### src/rtl/param_updown_counter_pkg.sv
// Shared types and mode constants for the parametrised up/down counter and its step datapath.

package param_updown_counter_pkg;

    localparam int unsigned CntModeWrap = 0;
    localparam int unsigned CntModeSat  = 1;

    typedef enum logic {
        DirDown = 1'b0,
        DirUp   = 1'b1
    } dir_e;

    typedef struct packed {
        logic ovf;
        logic unf;
    } cnt_flags_t;

endpackage

### src/rtl/mod_step_addsub.sv
// Combinational modular add/subtract of one effective step, with wrap or saturate at the
// 0 / MAX_VAL boundaries and a flag reporting that a boundary was crossed.

module mod_step_addsub
    import param_updown_counter_pkg::*;
#(
    parameter int unsigned WIDTH    = 4,
    parameter int unsigned MAX_VAL  = (1 << WIDTH) - 1,
    parameter int unsigned MODE_SAT = CntModeWrap
) (
    input  logic [WIDTH-1:0] count_i,
    input  logic [WIDTH-1:0] s_i,
    input  dir_e             dir_i,
    output logic [WIDTH-1:0] next_count_o,
    output logic             crossed_o
);

    localparam logic [WIDTH:0]   MaxExt  = (WIDTH + 1)'(MAX_VAL);
    localparam logic [WIDTH:0]   Modulus = MaxExt + 1'b1;
    localparam logic [WIDTH-1:0] MaxVal  = WIDTH'(MAX_VAL);
    localparam bit               Sat     = (MODE_SAT == CntModeSat);

    logic [WIDTH:0] count_ext;
    logic [WIDTH:0] s_ext;
    logic [WIDTH:0] sum;

    assign count_ext = {1'b0, count_i};
    assign s_ext     = {1'b0, s_i};
    // One extra bit so the carry past MAX_VAL is never lost, even when MAX_VAL = 2^WIDTH-1.
    assign sum       = count_ext + s_ext;

    always_comb begin
        next_count_o = count_i;
        crossed_o    = 1'b0;
        if (dir_i == DirUp) begin
            if (sum > MaxExt) begin
                crossed_o    = 1'b1;
                next_count_o = Sat ? MaxVal : WIDTH'(sum - Modulus);
            end else begin
                next_count_o = sum[WIDTH-1:0];
            end
        end else begin
            if (s_ext > count_ext) begin
                crossed_o    = 1'b1;
                next_count_o = Sat ? '0 : WIDTH'(count_ext + Modulus - s_ext);
            end else begin
                next_count_o = count_i - s_i;
            end
        end
    end

endmodule

### src/rtl/param_updown_counter.sv
// Parametrised up/down counter: load > enable > hold priority, runtime step, wrap or
// saturate at MAX_VAL, registered overflow/underflow pulses and a direction-aware terminal count.

module param_updown_counter
    import param_updown_counter_pkg::*;
#(
    parameter int unsigned WIDTH    = 4,
    parameter int unsigned MAX_VAL  = (1 << WIDTH) - 1,
    parameter int unsigned MODE_SAT = CntModeWrap
) (
    input  logic             clk,
    input  logic             reset,
    input  logic             en,
    input  logic             load,
    input  logic             up_down,
    input  logic [WIDTH-1:0] data_in,
    input  logic [WIDTH-1:0] step,
    output logic [WIDTH-1:0] count_out,
    output logic             tc,
    output logic             ovf,
    output logic             unf
);

    localparam logic [WIDTH-1:0] MaxVal = WIDTH'(MAX_VAL);

    logic [WIDTH-1:0] count_q;
    logic [WIDTH-1:0] count_d;
    cnt_flags_t       flags_q;
    cnt_flags_t       flags_d;

    dir_e             dir;
    logic [WIDTH-1:0] step_eff;
    logic [WIDTH-1:0] load_val;
    logic [WIDTH-1:0] step_next;
    logic             crossed;

    assign dir      = up_down ? DirUp : DirDown;
    assign step_eff = (step > MaxVal) ? MaxVal : step;
    assign load_val = (data_in > MaxVal) ? MaxVal : data_in;

    mod_step_addsub #(
        .WIDTH    (WIDTH),
        .MAX_VAL  (MAX_VAL),
        .MODE_SAT (MODE_SAT)
    ) u_step_addsub (
        .count_i      (count_q),
        .s_i          (step_eff),
        .dir_i        (dir),
        .next_count_o (step_next),
        .crossed_o    (crossed)
    );

    always_comb begin
        count_d = count_q;
        flags_d = '0;
        if (load) begin
            count_d = load_val;
        end else if (en && (step_eff != '0)) begin
            count_d     = step_next;
            flags_d.ovf = crossed && (dir == DirUp);
            flags_d.unf = crossed && (dir == DirDown);
        end
    end

    always_ff @(posedge clk or negedge reset) begin
        if (!reset) begin
            count_q <= '0;
            flags_q <= '0;
        end else begin
            count_q <= count_d;
            flags_q <= flags_d;
        end
    end

    assign count_out = count_q;
    assign ovf       = flags_q.ovf;
    assign unf       = flags_q.unf;
    // Terminal count follows the requested direction even while counting is disabled.
    assign tc        = (dir == DirUp) ? (count_q == MaxVal) : (count_q == '0);

    a_flags_exclusive: assert property (@(posedge clk) disable iff (!reset)
        !(flags_q.ovf && flags_q.unf));

    a_count_in_range: assert property (@(posedge clk) disable iff (!reset)
        count_q <= MaxVal);

endmodule
### config.mk
export PLATFORM = sky130hd
export DESIGN_NAME = param_updown_counter
export DESIGN_NICKNAME = d
export VERILOG_FILES = /design/src/rtl/param_updown_counter_pkg.sv /design/src/rtl/mod_step_addsub.sv /design/src/rtl/param_updown_counter.sv
export SDC_FILE = /design/constraint.sdc
export NUM_CORES = 1
export LEC_CHECK = 0
export CAP_MARGIN = 40
export CELL_PAD_IN_SITES_DETAIL_PLACEMENT = 0
export CELL_PAD_IN_SITES_GLOBAL_PLACEMENT = 1
export CORE_MARGIN = 10
export CORE_UTILIZATION = 36
export CTS_BUF_LIST = sky130_fd_sc_hd__clkbuf_4 sky130_fd_sc_hd__clkbuf_8
export DETAILED_ROUTE_END_ITERATION = 10
export GPL_TIMING_DRIVEN = 0
export PLACE_DENSITY_LB_ADDON = 0.1
export SYNTH_ARGS = -nofsm -noshare
export SYNTH_HDL_FRONTEND = slang
export SYNTH_SLANG_ARGS = --single-unit
### constraint.sdc
create_clock -name clk -period 5.4 [get_ports clk]
set_clock_uncertainty 0.2 [all_clocks]
set_input_delay 0.54 -clock clk [delete_from_list [all_inputs] [get_ports clk]]
set_output_delay 0.54 -clock clk [all_outputs]
set_load 0.005 [all_outputs]
Word-level counts from Yosys, hierarchy flattened. Cells that the tools add are included.

Flip-flop bits (word level): 6. Output and inout port bits: 7.

Add/subtract/negate cells: 5. $lt $le $gt $ge: 4. Equal/unequal tests: 1. Multiplexer cells: 14. Bitwise operators: 1. Reduce and logical (&&, ||, !) cells: 6.

Operators by type and width (number): $mux W4 (7); $gt A4 B4 Y1 const B (2); $sub A4 B4 Y4 (2); $add A4 B4 Y5 (1); $gt A5 B4 Y1 const B (1); $mux W1 (5); $add A4 B1 Y4 const B (1); $eq A4 B4 Y1 const B (1); $gt A4 B4 Y1 (1); $logic_not A4 Y1 (1); $mux W2 (2); $reduce_bool A4 Y1 (1); $sub A4 B1 Y4 const B (1); $logic_and A1 B1 Y1 (3); $reduce_bool A2 Y1 (1); $not A1 Y1 (1).

Depth between registers and ports, before layout.
Depth after elaboration: 9. Gate-level depth with buffers: 7. Mapped depth without buffers: 7.

By module. A second synthesis with hierarchy kept.

Cell total of the unflattened synthesis: 68. Area total of the unflattened synthesis: 613.1 µm².

By module, submodules not included: param_updown_counter (times used 1, cells an instance 31, area an instance 316.6 µm², seq. area each 150.1 µm²); mod_step_addsub (times used 1, cells an instance 37, area an instance 296.5 µm², seq. area each 0.0 µm²).

Least setup slack after synthesis. Ideal clock, no wire load.

Path type: in2out. Start: input up_down. End: output tc. Arrival time: 1.358 ns. Data required time: 4.660 ns. Slack: 3.302 ns. Cell stages on the path: 3. Path through: buf_2 or4_1 o21ai_0.

Cells in the longest elaborated chain, start to end: 2.

Ends and longest elaborated chain: from (decl) (RTL line param_updown_counter.sv:15) `input logic up_down,`; $mux W1 (RTL line param_updown_counter.sv:37) `assign dir = up_down ? DirUp : DirDown;`; $mux W1 (RTL line param_updown_counter.sv:79) `assign tc = (dir == DirUp) ? (count_q == MaxVal) : (count_q == '0);`; to (decl) (RTL line param_updown_counter.sv:19) `output logic tc,`.

No other way between the ends.

Worst setup path after layout. Same ends and word-level chain as after synthesis.

==> results.yml <==
finish:
  area_growth_pct: 39.1
  nFillCells: 163
  finalNetCount: 115
  multiInputGateArea_um2: 405
  diodes: 0
  ff_latch_area_um2: 150
  drive_above_1_share_pct: 7.78
floorplanning:
  start_util_pct: 38.6
  die_w_um: 60.7
  core_mm2: 0.00154
  rows: 14
  die_y_um: 60.7
  io_pins: 20
  floorplan.die_area_mm2: 0.00368
sta:
  rsz0062_at_grt: "no"
  setup_viol: 0
  min_period_over_period_pct: 57.4
  hold_violations: 0
  maxSlewViolCount: 0
  fin_setup_tns_ns: 0
  slew_headroom_pct: 63.9
  finalCriticalPeriod_ns: 3.10
  max_clock_freq_ghz: 0.322
  worstMarginPinSlew_ns: 0.539
  setup_slack_ns: 2.30
  hold_ws_ns: 0.333
worst_setup_path:
  critPathRequiredTime_ns: 4.66
  path_class: "in2out"
  r2r_cells: 7
  worstReg2RegStart: "count_out[0]"
  worstSetupStartpoint: "up_down"
  path_max_fanout: 10
  timing.rr.end: "count_out[2]"
  ff2ff_setup_slack_ns: 3.52
  arrival_ns: 2.36
  cp-end-kind: "output pin"
  startpoint_type: "input port"
synth:
  yosys.area_share.adder_pct: 23.5
  yosysUniqueCellTypes: 24
  synth_top_family_by_area: "adder cells"
  synth-simple-area-share_pct: 21.2
  synth-edff-count: 0
  async_flop_share_pct: 100
  synth.avg_cell_area_um2: 8.76
  syn_nets: 91
  synthMuxAreaShare_pct: 3.36
  synth_seq_cells: 6
  synth_warnings: 0
  synth-compound-area-share_pct: 18.5
  ys.flop_type: "dfrtp_1"
  synth-xor-area-share_pct: 1.47
  yosysSeqAreaShare_pct: 25.2
  postSynthCellCount: 68
  syn_area_um2: 596
placement:
  routabilityCongestion: 0.748
  dp_hpwl_um: 1280
  pre_cts_ws_ns: 2.30
  io_buffers: 19
drt:
  antenna_left: 0
  firstDrtPassIters: 3
  drc: 0
  wirelength_um: 1500
  wl_per_cell_um: 14.2
  num_vias: 533
  avgViaCountPerCell: 5.03
  drt_iter0_drc: 6
global_route:
  grt_pass1_vias: 560
  grt_max_degree: 11
  grt-ovfl-total: 0
  antenna_found_initial: 0
  grt_first_pass_wirelength_um: 2540
  track_usage_pct: 9.08
power_and_ir_drop:
  cellLeakagePower_nw: 0.395
  irDropWorstVdd_mv: 0.163
  cellPowerDensity_mw_per_mm2: 203
clock_network:
  cts-htree-levels: 1
  cts-resized-gates: 0
  clock-sinks: 6
  clock_latency_ns: 0.25
  cts_buffers: 3
  cts_tree: "done"
  clk_pin_slew_ns: 0.04
  cts-root-buf: "clkbuf_4"
  cts_setup_buffers: 0
  cts_buffer_depth: 2
  cts_hold_buf: 0
status:
  status: "finished, final reports clean"
run:
  cap_violations: 0
hold_path:
  hp-class: "in2async"
-- layout make-up --
class / count / area share (%)
Multi-Input combinational cell: 52 / 48.9
Timing Repair Buffer: 19 / 23.0
Sequential cell: 6 / 18.1
Inverter: 8 / 3.63
Clock buffer: 3 / 2.72
Tap cell: 16 / 2.42
Buffer: 2 / 1.21
-- cell usage in the layout (no fill, tap or decap) --
cell type        count
nand3b_1             1
clkdlybuf4s50_1     19
dfrtp_1              6
ha_1                 8
clkbuf_4             3
a21oi_1              3
nand2_1              5
o41ai_4              1
fa_1                 2
a31oi_1              2
o21ai_1              1
xnor2_1              1
nand3_1              1
o21ai_0              8
nor3b_1              2
buf_2                2
or4_1                1
and3_1               2
inv_1                8
and3b_2              1
or3_1                1
nand4_1              1
mux2i_1              2
nor2_1               5
o211a_1              1
nor2b_1              3
-- through the flow --
| step | total power, mW | util (%) | area [um2] | std cells |
|---|---|---|---|---|
| finish | 0.168 | 53.7 | 828 | 106 |
| global route | 0.185 | 53.7 | 828 | 106 |
| CTS | 0.172 | 53.7 | 828 | 106 |
| detailed placement | 0.130 | 52.3 | 806 | 103 |
| global placement | 0.129 | 52.3 | 806 | 103 |
| floorplan | 0.0950 | - | 596 | 68 |
-- logic make-up after synthesis --
family	Yosys count
multiplexers	2
flip-flops	6
adder cells (fa/ha/maj)	10
XOR/XNOR	1
buffers and inverters	10
AND/OR/NAND/NOR	23
AO/OA/AOI/OAI	16
-- how the worst max path moves through the flow --
stage | depth (start not counted) | slack [ns] | end
5_1_grt | 5 | 2.19 | tc
3_3_place_gp | 5 | 2.31 | tc
2_1_floorplan | 3 | 3.30 | tc
6_report | 5 | 2.30 | tc
4_1_cts | 5 | 2.29 | tc
3_5_place_dp | 5 | 2.30 | tc
-- routing by layer --
metal / global-route usage (%) / vias to the layer above / wire [um]
li1: - / 281 / -
met1: 10.7 / 234 / 677
met2: 13.8 / 16 / 689
met3: 4.80 / 2 / 113
met4: 2.82 / 0 / 19
met5: 0 / - / 0
-- power breakdown --
group	total (mW)	internal, mW	switching [mW]
clock network	0.0404	0.0251	0.0153
registers	0.0576	0.0501	0.00752
logic	0.0702	0.0386	0.0316
total	0.168	0.114	0.0544
-- critical path: stages --
cell             delay (ns)
clkdlybuf4s50_1        0.41
buf_2                  0.19
or4_1                  0.50
o21ai_0                0.18
clkdlybuf4s50_1        0.53
-- cell usage after synthesis (2+ instances only) --
master | n | share of area [%]
a21oi_1 | 3 | 2.5
a31oi_1 | 2 | 2.1
and3_1 | 2 | 2.1
buf_2 | 2 | 1.7
dfrtp_1 | 6 | 25
fa_1 | 2 | 6.7
ha_1 | 8 | 17
inv_1 | 8 | 5.0
mux2i_1 | 2 | 3.4
nand2_1 | 5 | 3.2
nor2_1 | 5 | 3.2
nor2b_1 | 3 | 3.2
nor3b_1 | 2 | 2.5
o21ai_0 | 8 | 6.7
-- sequential cells by signal, indices dropped and copies added, names as in the netlist --
signal,count
count_out,4
ovf,1
unf,1
No activity file was read; power rests on OpenSTA's default activity.
